[config.mk]
export PLATFORM = sky130hd
export DESIGN_NAME = sdp_mcif_rd_responder
export DESIGN_NICKNAME = d
export VERILOG_FILES = /design/src/rtl/sdp_mcif_pkg.sv /design/src/rtl/sdp_mcif_fifo2.sv /design/src/rtl/sdp_mcif_rd_responder.sv
export SDC_FILE = /design/constraint.sdc
export NUM_CORES = 1
export LEC_CHECK = 0
export CAP_MARGIN = 20
export CORE_AREA = 2 2 197 199
export CTS_CLUSTER_SIZE = 16
export DETAILED_ROUTE_END_ITERATION = 8
export DIE_AREA = 0 0 199 201
export SLEW_MARGIN = 40
export SYNTH_ARGS = -nofsm -noshare
export SYNTH_HDL_FRONTEND = slang
export SYNTH_HIERARCHICAL = 1
export SYNTH_SLANG_ARGS = --single-unit
[constraint.sdc]
create_clock -name nvdla_core_clk -period 8.4 [get_ports nvdla_core_clk]
set_input_delay 1.26 -clock nvdla_core_clk [delete_from_list [all_inputs] [get_ports nvdla_core_clk]]
set_output_delay 1.26 -clock nvdla_core_clk [all_outputs]
set_load 0.01 [all_outputs]
[src/rtl/sdp_mcif_pkg.sv]
// Shared payload layout for the SDP read-response path (request/response pd fields).
// Latency: n/a (types and constants only).
// Backpressure: n/a.
package sdp_mcif_pkg;

    // Request pd: [31:0] byte address, [46:32] beats minus one
    localparam int REQ_ADDR_W = 32;
    localparam int REQ_SIZE_W = 15;
    localparam int REQ_PD_W   = REQ_SIZE_W + REQ_ADDR_W;   // 47

    // Response pd: [63:0] data, [64] mask
    localparam int RSP_DATA_W = 64;
    localparam int RSP_PD_W   = RSP_DATA_W + 1;            // 65

    // Packed MSB-first, so field offsets match the pd bit positions above
    typedef struct packed {
        logic [REQ_SIZE_W-1:0] size;
        logic [REQ_ADDR_W-1:0] addr;
    } req_t;

    typedef struct packed {
        logic                  mask;
        logic [RSP_DATA_W-1:0] data;
    } rsp_t;

    typedef enum logic {
        ST_IDLE  = 1'b0,
        ST_ISSUE = 1'b1
    } beat_state_e;

endpackage

[src/rtl/sdp_mcif_fifo2.sv]
// Two-entry valid/ready FIFO used for the request and response buffers.
// Latency: 1 cycle push to pop_valid; pop_data is registered storage, stable until popped.
// Backpressure: push_ready = not full; a push while full is refused even if a pop happens the same cycle.
// Ports: clk/rst, push_valid/push_ready/push_data, pop_valid/pop_ready/pop_data, count (0..2 entries).
module sdp_mcif_fifo2 #(
    parameter int W = 8
) (
    input  logic         clk,
    input  logic         rst,
    input  logic         push_valid,
    output logic         push_ready,
    input  logic [W-1:0] push_data,
    output logic         pop_valid,
    input  logic         pop_ready,
    output logic [W-1:0] pop_data,
    output logic [1:0]   count
);

    logic [W-1:0] slot0;
    logic [W-1:0] slot1;
    logic         wr_ptr;
    logic         rd_ptr;
    logic         do_push;
    logic         do_pop;

    assign push_ready = (count != 2'd2);
    assign pop_valid  = (count != 2'd0);
    assign do_push    = push_valid && push_ready;
    assign do_pop     = pop_valid && pop_ready;
    assign pop_data   = rd_ptr ? slot1 : slot0;

    always_ff @(posedge clk or posedge rst) begin
        if (rst) begin
            slot0  <= '0;
            slot1  <= '0;
            wr_ptr <= 1'b0;
            rd_ptr <= 1'b0;
            count  <= 2'd0;
        end else begin
            if (do_push) begin
                if (wr_ptr) slot1 <= push_data;
                else        slot0 <= push_data;
                wr_ptr <= ~wr_ptr;
            end
            if (do_pop) rd_ptr <= ~rd_ptr;
            count <= count + {1'b0, do_push} - {1'b0, do_pop};
        end
    end

endmodule

[src/rtl/sdp_mcif_rd_responder.sv]
// SDP read responder: splits burst requests into SRAM beat reads and returns data beats in order.
// Latency: first beat valid 2 cycles after request accept (best case); one beat per cycle sustained.
// Backpressure: issue stalls on zero latency-FIFO credit or a full output buffer; request side is a 2-deep FIFO.
// Ports: nvdla_core_clk/nvdla_core_rst, sdp2mcif_rd_req_* (request in), mcif2sdp_rd_rsp_* (beats out),
//        sdp2mcif_rd_cdt_lat_fifo_pop (credit return), mem_rd_* (sync SRAM read port), rsp_busy.
module sdp_mcif_rd_responder
    import sdp_mcif_pkg::*;
#(
    parameter int LAT_DEPTH = 16,
    parameter int MEM_AW    = 16
) (
    input  logic                nvdla_core_clk,
    input  logic                nvdla_core_rst,
    input  logic                sdp2mcif_rd_req_valid,
    output logic                sdp2mcif_rd_req_ready,
    input  logic [REQ_PD_W-1:0] sdp2mcif_rd_req_pd,
    output logic                mcif2sdp_rd_rsp_valid,
    input  logic                mcif2sdp_rd_rsp_ready,
    output logic [RSP_PD_W-1:0] mcif2sdp_rd_rsp_pd,
    input  logic                sdp2mcif_rd_cdt_lat_fifo_pop,
    output logic                mem_rd_en,
    output logic [MEM_AW-1:0]   mem_rd_addr,
    input  logic [63:0]         mem_rd_data,
    output logic                rsp_busy
);

    localparam int CW = $clog2(LAT_DEPTH + 1);

    beat_state_e           state;
    logic [REQ_SIZE_W-1:0] beat_idx;
    logic [CW-1:0]         credit;
    logic                  rd_pending;   // SRAM read issued last cycle, data arrives this cycle
    logic                  init_done;    // holds req_ready low for the first cycle out of reset

    // Request FIFO
    logic       rq_push_valid;
    logic       rq_push_ready;
    logic       rq_valid;
    logic       rq_pop;
    logic [1:0] rq_count;
    req_t       rq_head;

    // Response FIFO
    rsp_t       rsp_beat;
    logic       rsp_push_ready;
    logic       rsp_pop;
    logic [1:0] rsp_count;
    logic [2:0] rsp_free;

    logic issue;
    logic last_beat;
    logic room;
    logic pop_eff;
    logic rq_next_nonempty;
    logic unused_addr_bits;

    assign rq_push_valid         = sdp2mcif_rd_req_valid && init_done;
    assign sdp2mcif_rd_req_ready = rq_push_ready && init_done;

    sdp_mcif_fifo2 #(.W(REQ_PD_W)) u_req_fifo (
        .clk        (nvdla_core_clk),
        .rst        (nvdla_core_rst),
        .push_valid (rq_push_valid),
        .push_ready (rq_push_ready),
        .push_data  (sdp2mcif_rd_req_pd),
        .pop_valid  (rq_valid),
        .pop_ready  (rq_pop),
        .pop_data   (rq_head),
        .count      (rq_count)
    );

    assign rsp_beat.mask = 1'b1;
    assign rsp_beat.data = mem_rd_data;

    sdp_mcif_fifo2 #(.W(RSP_PD_W)) u_rsp_fifo (
        .clk        (nvdla_core_clk),
        .rst        (nvdla_core_rst),
        .push_valid (rd_pending),
        .push_ready (rsp_push_ready),
        .push_data  (rsp_beat),
        .pop_valid  (mcif2sdp_rd_rsp_valid),
        .pop_ready  (mcif2sdp_rd_rsp_ready),
        .pop_data   (mcif2sdp_rd_rsp_pd),
        .count      (rsp_count)
    );

    assign rsp_pop = mcif2sdp_rd_rsp_valid && mcif2sdp_rd_rsp_ready;

    // Slots free at the next edge must exceed reads already in flight. Counting
    // this cycle's pop keeps a back-to-back stream running without a bubble.
    assign rsp_free = 3'd2 - {1'b0, rsp_count} + {2'b0, rsp_pop};
    assign room     = rsp_free > {2'b0, rd_pending};

    // The FIFO head is the active request; IDLE with a non-empty FIFO issues
    // beat 0 straight away so the first beat is not delayed by the state change.
    assign issue     = rq_valid && (credit != '0) && room;
    assign last_beat = (beat_idx == rq_head.size);
    assign rq_pop    = issue && last_beat;

    assign mem_rd_en   = issue;
    assign mem_rd_addr = rq_head.addr[MEM_AW+2:3] + MEM_AW'(beat_idx);

    // Request FIFO still holds an entry after this edge -> keep issuing, no bubble.
    assign rq_next_nonempty = (rq_count == 2'd2) || ((rq_count == 2'd1) && !rq_pop) ||
                              (rq_push_valid && rq_push_ready);

    assign pop_eff = sdp2mcif_rd_cdt_lat_fifo_pop && (credit != CW'(LAT_DEPTH));

    assign rsp_busy = rq_valid || (state == ST_ISSUE) || rd_pending || mcif2sdp_rd_rsp_valid;

    // Address bits below the 8-byte beat and above the SRAM range carry no information here.
    assign unused_addr_bits = ^{rq_head.addr[REQ_ADDR_W-1:MEM_AW+3], rq_head.addr[2:0]};

    always_ff @(posedge nvdla_core_clk or posedge nvdla_core_rst) begin
        if (nvdla_core_rst) begin
            state      <= ST_IDLE;
            beat_idx   <= '0;
            rd_pending <= 1'b0;
            init_done  <= 1'b0;
        end else begin
            init_done  <= 1'b1;
            rd_pending <= issue;
            if (issue) beat_idx <= last_beat ? '0 : beat_idx + REQ_SIZE_W'(1);
            state <= rq_next_nonempty ? ST_ISSUE : ST_IDLE;
        end
    end

    always_ff @(posedge nvdla_core_clk or posedge nvdla_core_rst) begin
        if (nvdla_core_rst) begin
            credit <= CW'(LAT_DEPTH);
        end else begin
            case ({issue, pop_eff})
                2'b10:   credit <= credit - CW'(1);
                2'b01:   credit <= credit + CW'(1);
                default: credit <= credit;
            endcase
        end
    end

    a_credit_no_overflow : assert property (@(posedge nvdla_core_clk) disable iff (nvdla_core_rst)
        !(sdp2mcif_rd_cdt_lat_fifo_pop && (credit == CW'(LAT_DEPTH))))
        else $error("credit pop received with the credit pool already full");

    a_rsp_never_overrun : assert property (@(posedge nvdla_core_clk) disable iff (nvdla_core_rst)
        !(rd_pending && !rsp_push_ready))
        else $error("SRAM beat arrived with the output buffer full");

endmodule

==> flow_metrics.tcl, run 1 <==
set metrics [dict create \
    critical_path.max_stage_delay_ns 0.76 \
    antenna_found_initial 0 \
    cap_violations 0 \
    num_vias 7117 \
    grt_usage_pct 13.18 \
    finClkSkew_ns 0.01821 \
    start_util_pct 30.74 \
    path_clk_slew_ns 0.06 \
    cts_tree "done" \
    required_ns 7.14 \
    clock-root-buffer "clkbuf_16" \
    arrival_ns 4.39 \
    pre_cts_ws_ns 3.307 \
    power.density_nw_per_um2 443.4 \
    avgSynthCellArea_um2 14.11 \
    drc 0 \
    dieWidth_um 199 \
    crit_path_start_kind "flop" \
    syn_inst 830 \
    status "complete, no violations" \
    syn_area_um2 11710 \
    slew_violations 0 \
    h-tree-depth 1 \
    setup_tns_ns 0 \
    ys.warnings.count 6 \
    io_pins 201 \
    rsz0062_at_grt "no" \
    first_global_vias 7580 \
    cts.sink_count 223 \
    setup_violations 0 \
    nets 1156 \
    avgRoutedWirePerCell_um 17.07 \
    grt_first_pass_wirelength_mm 42.30 \
    viasPerCell 4.598 \
    max_freq_ghz 0.1770 \
    min_period_over_period_pct 67.27 \
    clkLatencyLatePin_ns 0.55 \
    core_um2 38110 \
    drtAntennaViolNets 0 \
    postCtsSetupBuffers 0 \
    areaGrowthSynthToFinish_pct 25.72 \
    slowest_stage "dfrtp_1" \
    crit_fanout 19 \
    setup_ws_ns 2.750 \
    drt_iter0_markers 239 \
    cts_made_buffers 28 \
    end_kind "output pin" \
    dieArea_um2 40000 \
    vdd_ir_drop_max_mv 0.2845 \
    crit_chain "buf_4 > mux2_2 > ha_1 > nor2b_1 > o31ai_1 > a211o_1 > nand2_1 > o211ai_1 > clkdlybuf4s50_1" \
    dp_hpwl_mm 17.50 \
    hold_viol 0 \
    period_minus_slack_ns 5.650 \
    place.gp.congestion 0.7878 \
    num_rows 72 \
    grt_max_degree 70 \
    relSlewSlack_pct 47.14 \
    worst_pin_slew_ns 0.7862 \
    hold_path_class "reg2reg" \
    r2r_setup_slack_ns 4.91 \
    portBuffers 184 \
    overflow 0 \
    diodes 0 \
    hold_buffers 0 \
    drt_wl_total_mm 26.43 \
    cts_max_path_buffers 3 \
    path_class "reg2out" \
    drtPass1Iterations 4 \
    p_leak_nw 6.310 \
    cts_resized 0 \
    final_layout_size_suffix_gt1_share_pct 35.44 \
    die_h_um 201 \
]
-- sequential cells by signal (all words and copies together) (netlist names), 2 cells and up --
register          cells
u_req_fifo/slot0     31
u_rsp_fifo/slot1     65
u_rsp_fifo/slot0     65
u_req_fifo/count      2
u_rsp_fifo/count      2
u_req_fifo/slot1     31
credit                5
beat_idx             15
-- worst paths after layout --
path,startpoint,endpoint,cells past startpoint
worst max-delay path,u_req_fifo/rd_ptr$_DFFE_PP0P_,mem_rd_addr[12],9
worst min-delay path,u_req_fifo/wr_ptr$_DFFE_PP0N_,u_req_fifo/wr_ptr$_DFFE_PP0N_,1
worst max register to register,u_rsp_fifo/count[1]$_DFF_PP0_,credit[4]$_DFFE_PP1P_,16
worst min register to register,u_req_fifo/wr_ptr$_DFFE_PP0N_,u_req_fifo/wr_ptr$_DFFE_PP0N_,1
max in group asynchronous,nvdla_core_rst,u_rsp_fifo/slot0[43]$_DFFE_PP0P_,3
min in group asynchronous,nvdla_core_rst,state$_DFF_PP0_,2
-- stage by stage --
stage	hold slack [ns]	utilization [%]	instance area (µm²)	total power, W	std cells
floorplan	0.4593	-	11720	0.004327	832
global placement	0.4783	36.27	13820	0.005374	1499
detailed placement	0.4875	36.30	13830	0.005412	1499
CTS	0.4957	38.64	14730	0.006633	1548
global route	0.5153	38.64	14730	0.006990	1548
finish	0.4960	38.64	14730	0.006529	1548
-- metal layers --
metal	vias up	track usage, %	part of all wire (%)
met5	-	0	0
met4	0	3.092	1.4
met3	20	2.991	5.8
met2	151	21.50	46
met1	3610	17.70	47
li1	3336	-	-
-- cell type report --
type	count	area (µm²)
Sequential cell	223	5583
Fill cell	3664	23380
Inverter	18	72.57
Multi-Input combinational cell	547	5607
Tap cell	518	648.1
Clock buffer	43	847.1
Clock inverter	6	43.79
Timing Repair Buffer	193	1924
-- critical path, delay by kind of cell (launching register included) --
kind / cells / cell delay (ns)
AO/OA/AOI/OAI: 3 / 1.16
adder cells (fa/ha/maj): 1 / 0.32
buffers and inverters: 2 / 0.98
flip-flops: 1 / 0.76
multiplexers: 1 / 0.37
AND/OR/NAND/NOR: 2 / 0.24
-- placed cells by master, fill, tap and decap left out, types with 3 or more instances in the layout --
cell type	instances
a22o_1	7
o21a_1	3
o21ai_0	19
ha_1	27
xnor2_1	17
clkbuf_1	6
nor2b_1	5
clkbuf_16	28
a21o_1	12
mux2_4	127
clkbuf_8	9
conb_1	3
xor2_1	20
nor4_1	3
or4_1	3
and2_1	7
nor2_1	21
nand2_1	18
dfrtp_1	221
nand4_1	3
nor3_1	6
mux2_2	162
clkdlybuf4s50_1	184
inv_1	14
buf_4	5
clkinv_2	4
mux2i_1	3
a211oi_1	4
a211o_1	4
inv_2	3
a21oi_1	18
nand3_1	15
or2_2	7
buf_6	4
nand2b_1	3
-- power by group --
group	switching, W	total, W	internal, W	leakage [nW]
Clock	0.000459	0.00115	0.000688	0.440
Sequential	0.000331	0.00195	0.00162	2.64
Combinational	0.00138	0.00343	0.00204	3.23
Total	0.00217	0.00653	0.00435	6.31
(Power assumes the default switching activity.)
==> run 2: changes to the inputs <==
- clock period: 8.4 -> 5.4 ns (I/O delays scaled with it)
==> run 2 against run 1 <==
  * Register-to-register slack lost 3.0 ns
  * First-iteration DRC count shrank 9.2%
  * Core utilization grew 0.092 points
  * Via count shrank 0.14%
  * Sequential cell count is the same
  * Critical endpoint is now mem_rd_addr[15]
  * Largest cell class unchanged
  * Sequential share of layout area shrank 0.090 points
==> flow_metrics.tcl, run 2 (same netlist as run 1, synthesis figures left out) <==
set metrics [dict create \
    clock-root-buffer "clkbuf_16" \
    cts_made_buffers 27 \
    grt_usage_pct 13.21 \
    h-tree-depth 1 \
    hold_path_class "reg2reg" \
    path_class "reg2out" \
    power.density_nw_per_um2 688.9 \
    share_seq_of_total_power_pct 30.1 \
    dp_hpwl_mm 17.98 \
    status "complete, no violations" \
    period_minus_slack_ns 4.744 \
    largest_registers "u_rsp_fifo/slot0 x65, u_rsp_fifo/slot1 x65" \
    grt_max_degree 67 \
    worst_pin_slew_ns 0.7897 \
    worstSetupEndpoint "mem_rd_addr[15]" \
    dieArea_um2 40000 \
    cts_tree "done" \
    start_util_pct 30.74 \
    min_period_over_period_pct 87.85 \
    antenna_found_initial 0 \
    met3_usage_pct 3.226 \
    drtPass1Iterations 4 \
    layout_common_cells "dfrtp_1, clkdlybuf4s50_1, mux2_2, mux2_4" \
    viasPerCell 4.573 \
    swShare_pct 33.54 \
    r2r_setup_slack_ns 1.92 \
    crit_path_start_kind "flop" \
    cts.sink_count 223 \
    diodes 0 \
    arrival_ns 3.93 \
    dieWidth_um 199 \
    num_vias 7107 \
    core_um2 38110 \
    rsz0062_at_grt "no" \
    avgRoutedWirePerCell_um 17.14 \
    finClkSkew_ns 0.01969 \
    grt_first_pass_wirelength_mm 42.23 \
    reg2regPathDepth 16 \
    clkLatencyLatePin_ns 0.56 \
    die_h_um 201 \
    slew_violations 0 \
    hold_viol 0 \
    place.gp.congestion 0.7750 \
    postCtsSetupBuffers 0 \
    rr_startpoint "u_rsp_fifo/count[1]$_DFF_PP0_" \
    register_area_um2 5583 \
    cap_violations 0 \
    vdd_ir_drop_max_mv 0.4316 \
    max_freq_ghz 0.2108 \
    relSlewSlack_pct 47.35 \
    power.share.combinational_pct 52.8 \
    intPower_w 0.006758 \
    timing.rr.end "credit[4]$_DFFE_PP1P_" \
    path_clk_slew_ns 0.06 \
    multi_input_area_um2 5607 \
    fillers 3667 \
    final_layout_size_suffix_gt1_share_pct 35.52 \
    p_clk_share_pct 17.1 \
    drtAntennaViolNets 0 \
    overflow 0 \
    setup_violations 0 \
    drt_iter0_markers 217 \
    nets 1161 \
    hold_buffers 0 \
    p_leak_nw 6.324 \
    drt_wl_total_mm 26.64 \
    crit_start "u_req_fifo/rd_ptr$_DFFE_PP0P_" \
    crit_fanout 12 \
    first_global_vias 7585 \
    grt_use_met2_pct 21.74 \
    required_ns 4.59 \
    drc 0 \
    totalPowerFinal_w 0.01017 \
    areaGrowthSynthToFinish_pct 26.02 \
    power_switching_w 0.003411 \
    portBuffers 184 \
    num_rows 72 \
    io_pins 201 \
    end_kind "output pin" \
    grt-busiest-layer "met2" \
    layout_commonest_cell "dfrtp_1" \
    met1_usage_pct 17.42 \
    cts_max_path_buffers 3 \
    cts_resized 0 \
    setup_tns_ns 0 \
]
## run 2: cell count changes in the layout (fill, tap and decap cells not counted)
| cell | before | now |
|---|---|---|
| buf_4 | 5 | 11 |
| clkbuf_1 | 6 | 9 |
| buf_12 | 0 | 2 |
| inv_16 | 0 | 1 |
| clkbuf_16 | 28 | 27 |
| buf_16 | 0 | 1 |
| clkbuf_8 | 9 | 6 |
| buf_6 | 4 | 1 |
| clkinv_8 | 1 | 0 |
| clkinvlp_4 | 1 | 2 |
## run 2: worst min-delay path by stage
stage | from | depth (start not counted) | slack (ns) | end
floorplan | u_req_fifo/wr_ptr$_DFFE_PP0N_ | 1 | 0.46 | u_req_fifo/wr_ptr$_DFFE_PP0N_
global placement | u_rsp_fifo/wr_ptr$_DFFE_PP0N_ | 1 | 0.48 | u_rsp_fifo/wr_ptr$_DFFE_PP0N_
detailed placement | u_req_fifo/wr_ptr$_DFFE_PP0N_ | 1 | 0.48 | u_req_fifo/wr_ptr$_DFFE_PP0N_
CTS | u_req_fifo/wr_ptr$_DFFE_PP0N_ | 1 | 0.50 | u_req_fifo/wr_ptr$_DFFE_PP0N_
global route | u_rsp_fifo/slot0[26]$_DFFE_PP0P_ | 1 | 0.51 | u_rsp_fifo/slot0[26]$_DFFE_PP0P_
finish | u_rsp_fifo/wr_ptr$_DFFE_PP0N_ | 1 | 0.50 | u_rsp_fifo/wr_ptr$_DFFE_PP0N_
## run 2: per-stage QoR
step	std cells	setup WS (ns)	area, µm²	hold slack (ns)	util, %
6_report	1554	0.6563	14760	0.4982	38.73
5_1_grt	1554	0.4262	14760	0.5114	38.73
4_1_cts	1554	0.5967	14760	0.4959	38.73
3_5_place_dp	1505	1.185	13910	0.4835	36.51
3_3_place_gp	1502	1.213	13840	0.4773	36.32
2_1_floorplan	832	1.007	11720	0.4593	-
## run 2: worst max-delay path: stages (launching register included)
cell and delay, ns:
dfrtp_1 0.59, buf_4 0.31, mux2_2 0.37, ha_1 0.43, and3_1 0.26, and4_1 0.21, o221ai_1 0.15, a31oi_1 0.31
xor2_1 0.19, clkdlybuf4s50_1 0.55
## run 2: routing by layer
layer  wire length, µm  vias up  share of wire [%]
li1                  -     3346                  -
met1             12170     3568                 46
met2             12440      160                 47
met3              1584       33                5.9
met4               444        0                1.7
met5                 0        -                  0
## run 2: cell type report
class / count / area share (%)
timing repair buffer: 199 / 13.57
tap: 518 / 4.391
inverter: 18 / 0.4917
multi-input combinational: 547 / 37.98
clock inverter: 7 / 0.3730
clock buffer: 42 / 5.366
sequential: 223 / 37.82
## run 2: power by group through the flow
stage	clock (W)	sequential, W	combinational, W
after CTS	0.00181	0.00307	0.00545
after global placement	0	0.00305	0.00531
after floorplan	0	0.00287	0.00386
after global routing	0.00188	0.00318	0.00580
final	0.00174	0.00306	0.00537
after detailed placement	0	0.00308	0.00540
==> patch 1 (settings of run 2) <==
`MEM_AW`: 16 -> 15.
--- a/src/rtl/sdp_mcif_rd_responder.sv
+++ b/src/rtl/sdp_mcif_rd_responder.sv
@@ -8,5 +8,5 @@
 #(
     parameter int LAT_DEPTH = 16,
-    parameter int MEM_AW    = 16
+    parameter int MEM_AW    = 15
 ) (
     input  logic                nvdla_core_clk,
Ports: changed (resized mem_rd_addr); port bits go from 201 to 200. No check against the original RTL was run, so the function may have changed too.
==> patch 1 against run 2 <==
- maximum frequency is 3.1% higher
- setup slack better by 0.14 ns
- clock power is 11% higher
- via count is 2.3% lower
- design area is 0.42% lower
- area after synthesis is 1.3% lower
- sequential cell count is 2 lower
- routed wire length is 1.2% lower
- clock skew is 0.0080 ns lower
- die area stayed put
- power is 0.81% lower
- critical endpoint is now mem_rd_addr[11]
==> patch 1: results <==
[place]
dp_slack_ns = 1.29
globalplace.congestion = 0.793
hpwlAfterDp_um = 17700

[synth]
synthCells = 801

[sta]
finalClockSkew_ns = 0.0117
worst_slew_pin_slew_ns = 0.671

[cts]
clkLatencyLatePin_ns = 0.55

[outcome]
status = "complete, no violations"

[global_route]
antenna_found_initial = 1
first_global_vias = 7484
global_route_wire_length_before_repair_um = 41900
grt.total_usage_pct = 13.1
grt_max_degree = 85

[setup_path]
crit_arrival_ns = 3.79
peak_fanout_along_the_critical_path = 11
slowest_delay_ns = 0.64
worst_path_max_delay_cell = "sky130_fd_sc_hd__dfrtp_1"

[pwr]
leakage_nw = 6.29
vdd.ir_drop.worst_uv = 344

[drt]
drt_pass1_iterations = 7
avgViaCountPerCell = 4.55
finalWirelength_um = 26300
average_wire_per_standard_cell_um = 17.2

[final_layout]
layout-drive-gt1-share_pct = 37.1
fin_nets = 1133
fillers = 3646
## patch 1: critical path: cells and delay by family, from the launching register on
family | cells | cell delay [ns]
fa+ha+maj | 1 | 0.35
compound gates | 4 | 1.14
xor+xnor | 1 | 0.15
flops | 1 | 0.64
mux | 1 | 0.39
buf+inv | 1 | 0.56
## patch 1: final cells by class
class	count	area (um2)	area share, %
sequential	221	5540	37.7
multi-input combinational	523	5520	37.5
timing repair buffer	194	1960	13.3
clock buffer	39	813	5.53
tap	518	648	4.41
clock inverter	12	146	0.996
inverter	20	81.3	0.553
## patch 1: worst paths after layout
path,startpoint,end,depth (start not counted),slack [ns]
setup / recovery,u_req_fifo/rd_ptr,mem_rd_addr[11],8,0.80
hold / removal,u_rsp_fifo/wr_ptr,u_rsp_fifo/wr_ptr,1,0.50
setup reg to reg,u_rsp_fifo/count[1],credit[4],14,2.00
hold reg to reg,u_rsp_fifo/wr_ptr,u_rsp_fifo/wr_ptr,1,0.50
max in group asynchronous,nvdla_core_rst,u_rsp_fifo/slot1[1],3,3.58
min in group asynchronous,nvdla_core_rst,u_req_fifo/slot0[40],2,0.83
## patch 1: report_power, final
group / leakage, nW / total [mW] / internal [mW] / switching, mW
sequential: 2.62 / 3.01 / 2.49 / 0.520
clock: 0.478 / 1.93 / 1.19 / 0.740
combinational: 3.19 / 5.14 / 3.11 / 2.03
## patch 1: per-layer routing
metal  up-vias  GRT usage [%]  wire length (um)
met4         2           3.52               479
met3        37           3.41              1730
met5         -              0                11
met1      3490           17.3             12200
li1       3257              -                 -
met2       161           21.2             11900
==> patch 2 (config.mk and constraints of run 2) <==
Without the edit above. Make the reset (`nvdla_core_rst` and `rst`) synchronous in 3 clocked blocks.
--- a/src/rtl/sdp_mcif_fifo2.sv
+++ b/src/rtl/sdp_mcif_fifo2.sv
@@ -30,5 +30,5 @@
     assign pop_data   = rd_ptr ? slot1 : slot0;
 
-    always_ff @(posedge clk or posedge rst) begin
+    always_ff @(posedge clk) begin
         if (rst) begin
             slot0  <= '0;
--- a/src/rtl/sdp_mcif_rd_responder.sv
+++ b/src/rtl/sdp_mcif_rd_responder.sv
@@ -112,5 +112,5 @@
     assign unused_addr_bits = ^{rq_head.addr[REQ_ADDR_W-1:MEM_AW+3], rq_head.addr[2:0]};
 
-    always_ff @(posedge nvdla_core_clk or posedge nvdla_core_rst) begin
+    always_ff @(posedge nvdla_core_clk) begin
         if (nvdla_core_rst) begin
             state      <= ST_IDLE;
@@ -126,5 +126,5 @@
     end
 
-    always_ff @(posedge nvdla_core_clk or posedge nvdla_core_rst) begin
+    always_ff @(posedge nvdla_core_clk) begin
         if (nvdla_core_rst) begin
             credit <= CW'(LAT_DEPTH);
Check against the original RTL: differs if nvdla_core_rst is asserted again (counterexample within 4 cycles, from zero or initial values and one cycle with nvdla_core_rst high); with nvdla_core_rst held inactive, the same outputs for 4 cycles.
==> patch 2 against run 2 <==
- first-iteration DRC count up 100%
- maximum frequency down 1.2%
- design area down 0.57%
- routed wire length up 16%
- worst hold slack worse by 0.026 ns
- sequential cell count unchanged
- setup slack worse by 0.056 ns
- critical path depth unchanged
- largest cell class unchanged
- area after synthesis up 0.75%
- non-clock buffer count down 2
- clock skew down 0.0019 ns
Power is not compared: it rests on default switching activity, and its combinational part moved more than twofold at a synthesized area within 25%.
==> patch 2: results <==
[drt]
first_iter_violations = 441
vias = 9044
finalWirelength_um = 30900

[setup_path]
rrSetupSlack_ns = 1.95
crit_arrival_ns = 3.99
timing.rr.start = "u_rsp_fifo/count[1]"
rr_worst_depth = 15
r2r_end = "u_req_fifo/count[1]"

[place]
placed_area_um2 = 13800
globalplace.congestion = 0.814

[cts]
numCtsBuffers = 28
h_tree_level_count = 1
cts.repair.resized = 0

[hold_path]
holdCritPathClass = "reg -> reg"
min-delay-start = "u_rsp_fifo/slot1[61]"
holdPathStages = 2
hold-path-endpoint = "u_rsp_fifo/slot1[61]"

[global_route]
first_global_vias = 9122
grt_max_degree = 112
antenna_found_initial = 3
global_route_wire_length_before_repair_um = 49000
grt.total_usage_pct = 15.0

[sta]
worst_slew_pin_slew_ns = 0.856
finalClockSkew_ns = 0.0178

[final_layout]
fin_nets = 1538
layout-drive-gt1-share_pct = 12.1

[outcome]
status = "complete, no violations"
-- patch 2: power breakdown --
group / internal [mW] / switching, mW
registers: 1.76 / 0.0945
logic: 0.546 / 0.594
clock network: 1.07 / 0.731
total: 3.37 / 1.42
-- patch 2: routing by layer --
metal | track usage (%) | vias to the layer above | routed length, um
met4 | 2.56 | 2 | 486
met2 | 25.8 | 186 | 14500
met5 | 0 | - | 18
met3 | 3.28 | 36 | 1760
met1 | 19.5 | 4267 | 14100
li1 | - | 4553 | -
-- patch 2: stage by stage --
| stage | hold WS [ns] | setup slack [ns] | cells | util [%] |
|---|---|---|---|---|
| floorplan | 0.445 | 2.08 | 1274 | - |
| global placement | 0.456 | 1.18 | 1879 | 36.0 |
| detailed placement | 0.459 | 1.21 | 1880 | 36.1 |
| CTS | 0.473 | 0.583 | 1929 | 38.4 |
| global route | 0.488 | 0.382 | 1930 | 38.5 |
| finish | 0.472 | 0.600 | 1932 | 38.5 |
-- patch 2: area by class of cell --
cell class | count | area (um2)
Fill cell | 3842 | 23400
Multi-Input combinational cell | 924 | 6620
Sequential cell | 223 | 4470
Timing Repair Buffer | 197 | 1970
Clock buffer | 39 | 792
Tap cell | 518 | 648
Clock inverter | 10 | 95.1
Inverter | 19 | 73.8
Antenna cell | 2 | 5.00
-- patch 2: worst max-delay path, cell delays in order (launching register included) --
cell and delay [ns]:
sky130_fd_sc_hd__dfxtp_1 0.49, sky130_fd_sc_hd__buf_4 0.30, sky130_fd_sc_hd__mux2_2 0.37, sky130_fd_sc_hd__ha_1 0.35, sky130_fd_sc_hd__a2111o_1 0.47, sky130_fd_sc_hd__o2111ai_1 0.24
sky130_fd_sc_hd__nand2_1 0.12, sky130_fd_sc_hd__a221oi_1 0.32, sky130_fd_sc_hd__xnor2_1 0.21, sky130_fd_sc_hd__clkdlybuf4s50_1 0.59
-- patch 2: worst max path at each step --
| stage | from | to | slack (ns) | depth (start not counted) |
|---|---|---|---|---|
| floorplan | mcif2sdp_rd_rsp_ready | credit[4] | 2.08 | 14 |
| global placement | u_req_fifo/rd_ptr | mem_rd_addr[14] | 1.18 | 10 |
| detailed placement | u_req_fifo/rd_ptr | mem_rd_addr[14] | 1.21 | 9 |
| CTS | u_req_fifo/rd_ptr | mem_rd_addr[14] | 0.58 | 9 |
| global route | u_req_fifo/rd_ptr | mem_rd_addr[14] | 0.38 | 9 |
| finish | u_req_fifo/rd_ptr | mem_rd_addr[14] | 0.60 | 9 |
